===== src/rtl/pkt_proc_enq_arbiter.sv =====
// Packet-granular round-robin arbiter that shares the packet processor's single
// enqueue port between NUM_SRC sources, with one registered output stage.
module pkt_proc_enq_arbiter #(
  parameter int NUM_SRC = 4,
  parameter int DATA_W  = 32,
  parameter int LEN_W   = 12,
  parameter int CNT_W   = 16,
  localparam int IDX_W  = $clog2(NUM_SRC)
) (
  input  logic                      pck_proc_int_mem_fsm_clk,
  input  logic                      pck_proc_int_mem_fsm_rst,
  input  logic                      sw_clr,
  input  logic [NUM_SRC-1:0]        src_valid,
  input  logic [NUM_SRC-1:0]        src_sop,
  input  logic [NUM_SRC-1:0]        src_eop,
  input  logic [NUM_SRC*DATA_W-1:0] src_data,
  input  logic [NUM_SRC*LEN_W-1:0]  src_len,
  output logic [NUM_SRC-1:0]        src_ready,
  output logic                      enq_req,
  output logic                      in_sop,
  output logic                      in_eop,
  output logic [DATA_W-1:0]         wr_data_i,
  output logic                      pck_len_valid,
  output logic [LEN_W-1:0]          pck_len_i,
  input  logic                      pck_proc_full,
  input  logic                      pck_proc_almost_full,
  input  logic                      packet_drop,
  output logic [IDX_W-1:0]          grant_idx,
  output logic                      busy,
  output logic                      proto_err,
  output logic [NUM_SRC*CNT_W-1:0]  src_pkt_cnt,
  output logic [CNT_W-1:0]          drop_cnt
);

  typedef enum logic [0:0] {IDLE, XFER} state_t;

  state_t            state_q, state_d;
  logic [IDX_W-1:0]  grant_q, grant_d;
  logic [IDX_W-1:0]  last_grant_q;
  logic              first_q;
  logic              enq_q, sop_q, eop_q, lenv_q, perr_q;
  logic [DATA_W-1:0] data_q;
  logic [LEN_W-1:0]  len_q;
  logic [CNT_W-1:0]  cnt_q [NUM_SRC];
  logic [CNT_W-1:0]  drop_q;

  logic [NUM_SRC-1:0] elig;
  logic               found;
  logic [IDX_W-1:0]   winner;
  logic [IDX_W-1:0]   cand;
  logic               accept;
  logic               sel_sop, sel_eop;
  logic [DATA_W-1:0]  sel_data;
  logic [LEN_W-1:0]   sel_len;

  assign elig     = src_valid & src_sop;
  assign sel_sop  = src_sop[grant_q];
  assign sel_eop  = src_eop[grant_q];
  assign sel_data = src_data[int'(grant_q)*DATA_W +: DATA_W];
  assign sel_len  = src_len[int'(grant_q)*LEN_W +: LEN_W];

  // Search starts one past the last completed grant, wrapping modulo NUM_SRC.
  always_comb begin
    found  = 1'b0;
    winner = '0;
    cand   = '0;
    for (int k = 1; k <= NUM_SRC; k++) begin
      cand = IDX_W'((int'(last_grant_q) + k) % NUM_SRC);
      if (!found && elig[cand]) begin
        found  = 1'b1;
        winner = cand;
      end
    end
  end

  always_comb begin
    state_d   = state_q;
    grant_d   = grant_q;
    src_ready = '0;
    accept    = 1'b0;
    case (state_q)
      IDLE: begin
        if (found && !pck_proc_almost_full) begin
          grant_d = winner;
          state_d = XFER;
        end
      end
      XFER: begin
        src_ready[grant_q] = ~pck_proc_full;
        accept             = src_valid[grant_q] & ~pck_proc_full;
        if (accept && sel_eop) state_d = IDLE;
      end
      default: state_d = IDLE;
    endcase
  end

  always_ff @(posedge pck_proc_int_mem_fsm_clk or posedge pck_proc_int_mem_fsm_rst) begin
    if (pck_proc_int_mem_fsm_rst) begin
      state_q      <= IDLE;
      grant_q      <= '0;
      last_grant_q <= IDX_W'(NUM_SRC - 1);
      first_q      <= 1'b0;
      enq_q        <= 1'b0;
      sop_q        <= 1'b0;
      eop_q        <= 1'b0;
      lenv_q       <= 1'b0;
      perr_q       <= 1'b0;
      data_q       <= '0;
      len_q        <= '0;
      drop_q       <= '0;
      for (int i = 0; i < NUM_SRC; i++) cnt_q[i] <= '0;
    end else begin
      state_q <= state_d;
      grant_q <= grant_d;
      if (state_q == IDLE && state_d == XFER) first_q <= 1'b1;
      else if (accept)                        first_q <= 1'b0;

      enq_q  <= accept;
      sop_q  <= accept & sel_sop;
      eop_q  <= accept & sel_eop;
      lenv_q <= accept & sel_sop;
      // A repeated SOP inside a packet is forwarded as-is; only flagged.
      perr_q <= accept & sel_sop & ~first_q;
      if (accept)            data_q <= sel_data;
      if (accept && sel_sop) len_q  <= sel_len;

      if (sw_clr) begin
        last_grant_q <= IDX_W'(NUM_SRC - 1);
        drop_q       <= '0;
        for (int i = 0; i < NUM_SRC; i++) cnt_q[i] <= '0;
      end else begin
        if (accept && sel_eop) begin
          last_grant_q <= grant_q;
          if (cnt_q[grant_q] != '1) cnt_q[grant_q] <= cnt_q[grant_q] + 1'b1;
        end
        if (packet_drop && drop_q != '1) drop_q <= drop_q + 1'b1;
      end
    end
  end

  for (genvar g = 0; g < NUM_SRC; g++) begin : g_cnt
    assign src_pkt_cnt[g*CNT_W +: CNT_W] = cnt_q[g];
  end

  assign enq_req       = enq_q;
  assign in_sop        = sop_q;
  assign in_eop        = eop_q;
  assign wr_data_i     = data_q;
  assign pck_len_valid = lenv_q;
  assign pck_len_i     = len_q;
  assign grant_idx     = grant_q;
  assign busy          = (state_q == XFER);
  assign proto_err     = perr_q;
  assign drop_cnt      = drop_q;

endmodule

===== config.mk =====
export PLATFORM = sky130hd
export DESIGN_NAME = pkt_proc_enq_arbiter
export DESIGN_NICKNAME = d
export VERILOG_FILES = /design/src/rtl/pkt_proc_enq_arbiter.sv
export SDC_FILE = /design/constraint.sdc
export NUM_CORES = 1
export LEC_CHECK = 0
export BUFFER_PORTS_ARGS = -buffer_cell sky130_fd_sc_hd__buf_2
export CORE_MARGIN = 2
export CORE_UTILIZATION = 24
export CTS_BUF_LIST = sky130_fd_sc_hd__clkbuf_16
export DETAILED_ROUTE_END_ITERATION = 10
export PLACE_DENSITY = 0.43
export RECOVER_POWER = 100
export SLEW_MARGIN = 20
export SYNTH_ARGS = -nofsm -noshare
export SYNTH_HDL_FRONTEND = slang
export SYNTH_SLANG_ARGS = --single-unit

===== constraint.sdc =====
create_clock -name pck_proc_int_mem_fsm_clk -period 5.7 [get_ports pck_proc_int_mem_fsm_clk]
set_input_delay 1.14 -clock pck_proc_int_mem_fsm_clk [delete_from_list [all_inputs] [get_ports pck_proc_int_mem_fsm_clk]]
set_output_delay 1.14 -clock pck_proc_int_mem_fsm_clk [all_outputs]
set_load 0.05 [all_outputs]

== Word-level counts from Yosys, hierarchy flattened ==
Index checks and enable logic that the tools add are counted.

* Logic and storage cells: 109
* Register bits after elaboration: 134
* Input bits: 194

* Order comparisons: 8
* Multiply operators: 1
* Muxes and demuxes: 44
* Bitwise operators: 10
* Eq/ne operators: 2
* Add/sub/neg operators: 6
* Shift-type cells: 2
* Reduce and logical (&&, ||, !) cells: 21

{| class="wikitable"
|+ Operators with widths
! kind !! count
|-
| 64-bit two-way mux || 3
|-
| 128-bit by 8-bit variable part select with 32-bit output || 1
|-
| 16-bit two-way mux || 5
|-
| 64-bit bitwise mux || 1
|-
| 48-bit by 7-bit variable part select with 12-bit output || 1
|-
| 16-bit by 1-bit adder with 16-bit output (second input constant) || 2
|-
| 16-bit binary-select mux with 2-bit select || 1
|-
| 16-bit demux with 2-bit select || 1
|-
| 16-bit inequality test (second input constant) || 2
|-
| 1-bit two-way mux || 17
|-
| 2-bit by 3-bit less-than comparator with 1-bit output (second input constant) || 5
|-
| 1-bit binary-select mux with 2-bit select || 7
|-
| 2-bit two-way mux || 6
|-
| 1-bit logical AND || 11
|-
| 4-bit bitwise AND || 2
|-
| 2-bit nonzero test || 4
|-
| 2-bit by 1-bit adder with 2-bit output (second input constant) || 2
|-
| 2-bit adder (second input constant) || 2
|-
| 1-bit bitwise AND || 4
|-
| 1-bit zero test || 4
|-
| 2-bit by 2-bit multiplier with 4-bit output (second input constant) || 1
|-
| 4-bit two-way mux || 1
|-
| 2-bit AND reduction || 2
|-
| 3-bit greater-or-equal comparator (second input constant) || 1
|-
| other kinds (6) || 8
|}

== Depth between registers and ports, before layout ==
* Word-level depth: 18
* Mapped depth: 15
* Depth with buffers taken out: 8

== Worst setup path after synthesis ==
Ideal clock, no wire load.

* Path type: reg2out
* Start point: reg grant_q[0] (netlist: grant_idx[0])
* End point: out src_ready[1]
* Setup slack: 2.106 ns
* Arrival time: 2.454 ns
* Required time: 4.560 ns
* Stages on the path, launching flop included: 8
* Path through: dfrtp_1 -> buf_6 -> buf_6 -> buf_6 -> buf_2 -> nand2b_1 -> clkbuf_1 -> nor2_1

* Cells in the longest elaborated chain, start to end: 6
* Elaborated cells on any way between the ends: 7

{| class="wikitable"
|+ Ends and longest elaborated chain
! element !! line !! text
|-
| start, declared || 38 || <nowiki>logic [IDX_W-1:0] grant_q, grant_d;</nowiki>
|-
| start signal, assigned || 114 || <nowiki>grant_q <= grant_d;</nowiki>
|-
| 2-bit by 3-bit less-than comparator with 1-bit output (not written as such) / 2-bit by 1-bit greater-or-equal comparator with 1-bit output (equally long branches) || 89 || <nowiki>src_ready[grant_q] = ~pck_proc_full;</nowiki>
|-
| 1-bit logical AND (not written as such) || 89 ||
|-
| 1-bit two-way mux (not written as such) || 89 ||
|-
| 1-bit demux with 2-bit select * || 89 ||
|-
| 4-bit bitwise AND (no source line) * || -- ||
|-
| 4-bit two-way mux * || 81 || <nowiki>case (state_q)</nowiki>
|-
| end, declared || 18 || <nowiki>output logic [NUM_SRC-1:0] src_ready,</nowiki>
|}

Every way passes the cells marked *; elsewhere a longest branch is shown, timed or not.

== Final worst setup path ==
* Start point: reg grant_q[1] (netlist: grant_idx[1])
* End point: reg cnt_q, in the netlist src_pkt_cnt[16]

* Cells in the longest elaborated chain, start to end: 9
* Elaborated cells on any way between the ends: 25

{| class="wikitable"
|+ Ends and longest elaborated chain
! element !! line !! text
|-
| 2-bit inverter with 3-bit output (not written as such) || 134 || <nowiki>if (cnt_q[grant_q] != '1) cnt_q[grant_q] <= cnt_q[grant_q] + 1'b1;</nowiki>
|-
| 16-bit binary-select mux with 2-bit select (tied with other cells) || 134 ||
|-
| 16-bit two-way mux (not written as such) / 1-bit logical AND (equally long branches) || 134 ||
|-
| 16-bit two-way mux (not written as such) || 134 ||
|-
| 16-bit by 1-bit adder with 16-bit output / 16-bit demux with 2-bit select (equally long branches) || 134 ||
|-
| 64-bit bitwise mux || 134 ||
|-
| 64-bit two-way mux || 134 ||
|-
| 64-bit two-way mux || 132 || <nowiki>if (accept && sel_eop) begin</nowiki>
|-
| 64-bit two-way mux || 127 || <nowiki>if (sw_clr) begin</nowiki>
|-
| end, declared || 44 || <nowiki>logic [CNT_W-1:0] cnt_q [NUM_SRC];</nowiki>
|}

Several ways; a longest one is shown, not always the timed one. The select of a mux whose other input is x is not followed.
A chain may end at the register's enable or synchronous reset.

==> qor.csv <==
stage;metric;value;unit
cells_and_area;Net count, final;1116;
synthesis;Synth warnings;0;
grt;GR Overflow Total;0;
timing;FMAX;0.2207;GHz
worst_hold_path;Hold/Removal Path Class;reg2reg;
synthesis;Post-synth EDFFs;0;
synthesis;Seq/Total Area, Yosys;0.4466;
drt;Vias/cell;4.885;
timing;final hold slack;0.4316;ns
synthesis;Synth Instances;606;
floorplan;DIE WIDTH;180.9;µm
grt;largest net degree at the start of global routing;53;
clocking;later-pin clock latency in the skew report;0.42;ns
grt;first-pass GRT wire length;41990;µm
clocking;hold_buf cts;0;
place;post-DP HPWL;20690;µm
clocking;TritonCTS clock tree;done;
synthesis;Synth Area in Compound Gates;0.1051;
floorplan;Die ar.;32740;µm²
worst_setup_path;r2r endpoint;src_pkt_cnt[16];
synthesis;adder-cell share of the synthesized area;0.003331;
worst_setup_path;Required @ worst endpoint;6.02;ns
clocking;total CTS buffers;17;
synthesis;area leader, netlist;dfrtp_1;
power;Cell Pwr Density;473.3;nW/µm²
synthesis;Netlist cell types;53;
grt;initial antenna violation count;3;
cells_and_area;fraction of layout cells with a size suffix above 1;0.3773;
clocking;Max Root-Sink Buffers;2;
timing;Hold Vio Cnt, Final;0;
timing;Final Critical Period;4.532;ns
worst_setup_path;worst-path cell chain;clkbuf_2 -> mux4_2 -> and3_1 -> nor2_1 -> a311oi_1 -> mux2i_1 -> o21ai_0;
worst_setup_path;Slowest cell on crit path;a311oi_1;
timing;setup TNS;0;ns
place;Port Buffers;329;
worst_setup_path;critical path endpoint category;register;
worst_setup_path;delay of the slowest cell on the worst path;1.38;ns
worst_setup_path;register-to-register setup slack;1.17;ns
worst_setup_path;Setup Crit Path Kind;reg2reg;
synthesis;Mapped Area;7513;µm²
cells_and_area;most common cell after layout, fill and taps aside;buf_2;
grt;number of global-route vias before repair;6774;
worst_setup_path;cell depth of the worst flop-to-flop path;7;
clocking;CTS sink cnt;134;
timing;worst-case clock skew;0.009996;ns
worst_setup_path;worst-path fanout max;51;
synthesis;number of register bits inferred by synthesis;134;
synthesis;post-synth top area share;0.4396;
synthesis;Syn Area/Cell;12.40;µm²
worst_setup_path;crit path launch type;register;
timing;Slew @ Worst Pin;2.051;ns
drt;WL/cell;20.69;µm
timing;Final Setup Violations;0;
clocking;Setup Buffers After CTS;0;
power;static leakage;4.257;nW
drt;First-pass DRT Iterations;6;
floorplan;I/O pins;330;
synthesis;top_reg_cell synth;dfrtp_1;
synthesis;Post-Syn Nets;802;
drt;DRC viols;0;
clocking;H-Tree Depth;4;
drt;final antenna-violating net count;0;
grt;GR Util All Layers;0.1676;
outcome;violated checks;max-capacitance violations, max-slew violations;
worst_hold_path;hold path endpoint;proto_err;
timing;worst slew slack as a fraction of its limit;-0.3752;
worst_setup_path;WP data arrival;4.86;ns
place;global placement routability congestion;0.7411;
synthesis;largest family of logic cells by synthesized area;multiplexers;
floorplan;Initial Util;0.2450;
worst_setup_path;CP bufs+invs;1;
timing;RSZ-0062 raised after global routing;no;
clocking;# resized after CTS;0;
drt;Iter 0 DRT Violations;335;
floorplan;Rows;64;
clocking;CTS clock-pin slew for the worst setup and hold paths;0.06;ns
cells_and_area;commonest cells after routing, fill and taps aside;buf_2 (193), clkbuf_1 (136), dfrtp_1 (130);
cells_and_area;Layout area overhead;31.36;%
floorplan;die height;180.9;µm
drt;final wirelength;27540;µm
synthesis;XOR/XNOR Fraction of Synth Area;0.03264;
worst_setup_path;critical path's top delay family;compound AO/OA/AOI/OAI gates;
synthesis;Area contributors post-synth;dfrtp_1 (44%), mux4_2 (19%), mux2_2 (6.7%), a22o_1 (2.2%), xor2_1 (2.0%);
worst_hold_path;hold depth;1;
cells_and_area;final core utilization;0.3218;
power;maximum vdd drop;0.0002145;V
clocking;CTS root buffer;clkbuf_16;
synthesis;Post-synth ARST share;1.000;
timing;fin. max-slew vios;66;
synthesis;Synth Area in Simple Gates;0.1127;
run;Max Cap Viol;3;
worst_setup_path;critical register-to-register path startpoint;grant_idx[1];
floorplan;core box area;30670;µm²
outcome;status;finished, violations left;
synthesis;post-synthesis mux area share;0.2643;
timing;Final period util;0.7950;
worst_hold_path;min-delay src;first_q;
drt;via count;6502;
-- cells by family after synthesis --
| kind of cell | count (synthesis) |
|---|---|
| buffers and inverters | 52 |
| AND/OR/NAND/NOR | 164 |
| flip-flops | 134 |
| multiplexers | 114 |
| AO/OA/AOI/OAI | 112 |
| adder cells (fa/ha/maj) | 2 |
| XOR/XNOR | 28 |
-- worst max path at each step --
| stage | cells after the start | endpoint | startpoint |
|---|---|---|---|
| final | 7 | src_pkt_cnt[16] | grant_idx[1] |
| after global placement | 8 | src_pkt_cnt[10] | src_valid[3] |
| after detailed placement | 8 | src_pkt_cnt[61] | grant_idx[0] |
| after CTS | 8 | src_pkt_cnt[54] | grant_idx[0] |
| after global routing | 7 | src_pkt_cnt[45] | grant_idx[1] |
| after floorplan | 1 | busy | pck_proc_int_mem_fsm_rst |
-- flip-flops by register name, summed over array words and instances (netlist names) --
register	cells
proto_err	1
pck_len_valid	1
wr_data_i	32
pck_len_i	12
enq_req	1
grant_idx	2
first_q	1
drop_cnt	16
last_grant_q	2
src_pkt_cnt	64
in_eop	1
busy	1
-- through the flow --
stage | setup WS, ns | instance area, µm² | std cells | power, W
after floorplan | 0.9806 | 7513 | 606 | 0.003067
final | 1.168 | 9869 | 1331 | 0.004671
after CTS | 1.850 | 10090 | 1329 | 0.004822
after global placement | 1.899 | 9508 | 1297 | 0.003686
after global routing | 0.8320 | 9869 | 1331 | 0.004930
after detailed placement | 1.860 | 9508 | 1297 | 0.003687
-- metal layers --
metal / track usage / part of all wire
met5: 0 / 0.00047
met4: 0.04864 / 0.019
met3: 0.04717 / 0.070
met2: 0.3014 / 0.52
met1: 0.1935 / 0.39
-- Yosys cell counts, drive strengths merged, types with 7 or more instances --
cell / instances
a22o: 19
inv: 8
nand2: 34
xor2: 17
mux4: 63
nand4: 7
o31ai: 17
o21ai: 26
clkbuf: 22
or2: 7
nand3: 28
xnor2: 11
a22oi: 7
nor2: 39
and3: 24
mux2: 45
a21oi: 21
buf: 22
dfrtp: 132
-- area by class of cell --
| type | instances | area (µm²) |
|---|---|---|
| fillers | 3207 | 20800 |
| clock buffers | 17 | 425.4 |
| multi-input cells | 420 | 3844 |
| repair buffers | 339 | 1546 |
| flip-flops and latches | 134 | 3363 |
| diodes | 2 | 5.005 |
| well taps | 396 | 495.5 |
| clock inverters | 15 | 158.9 |
| inverters | 8 | 31.28 |
-- report_power, final --
part	switching, W	total [W]	internal, W
combinational	0.00146	0.00219	0.000726
clock	0.000457	0.00110	0.000647
sequential	0.000204	0.00138	0.00117
Note: power is estimated with default switching activity, not from simulation.
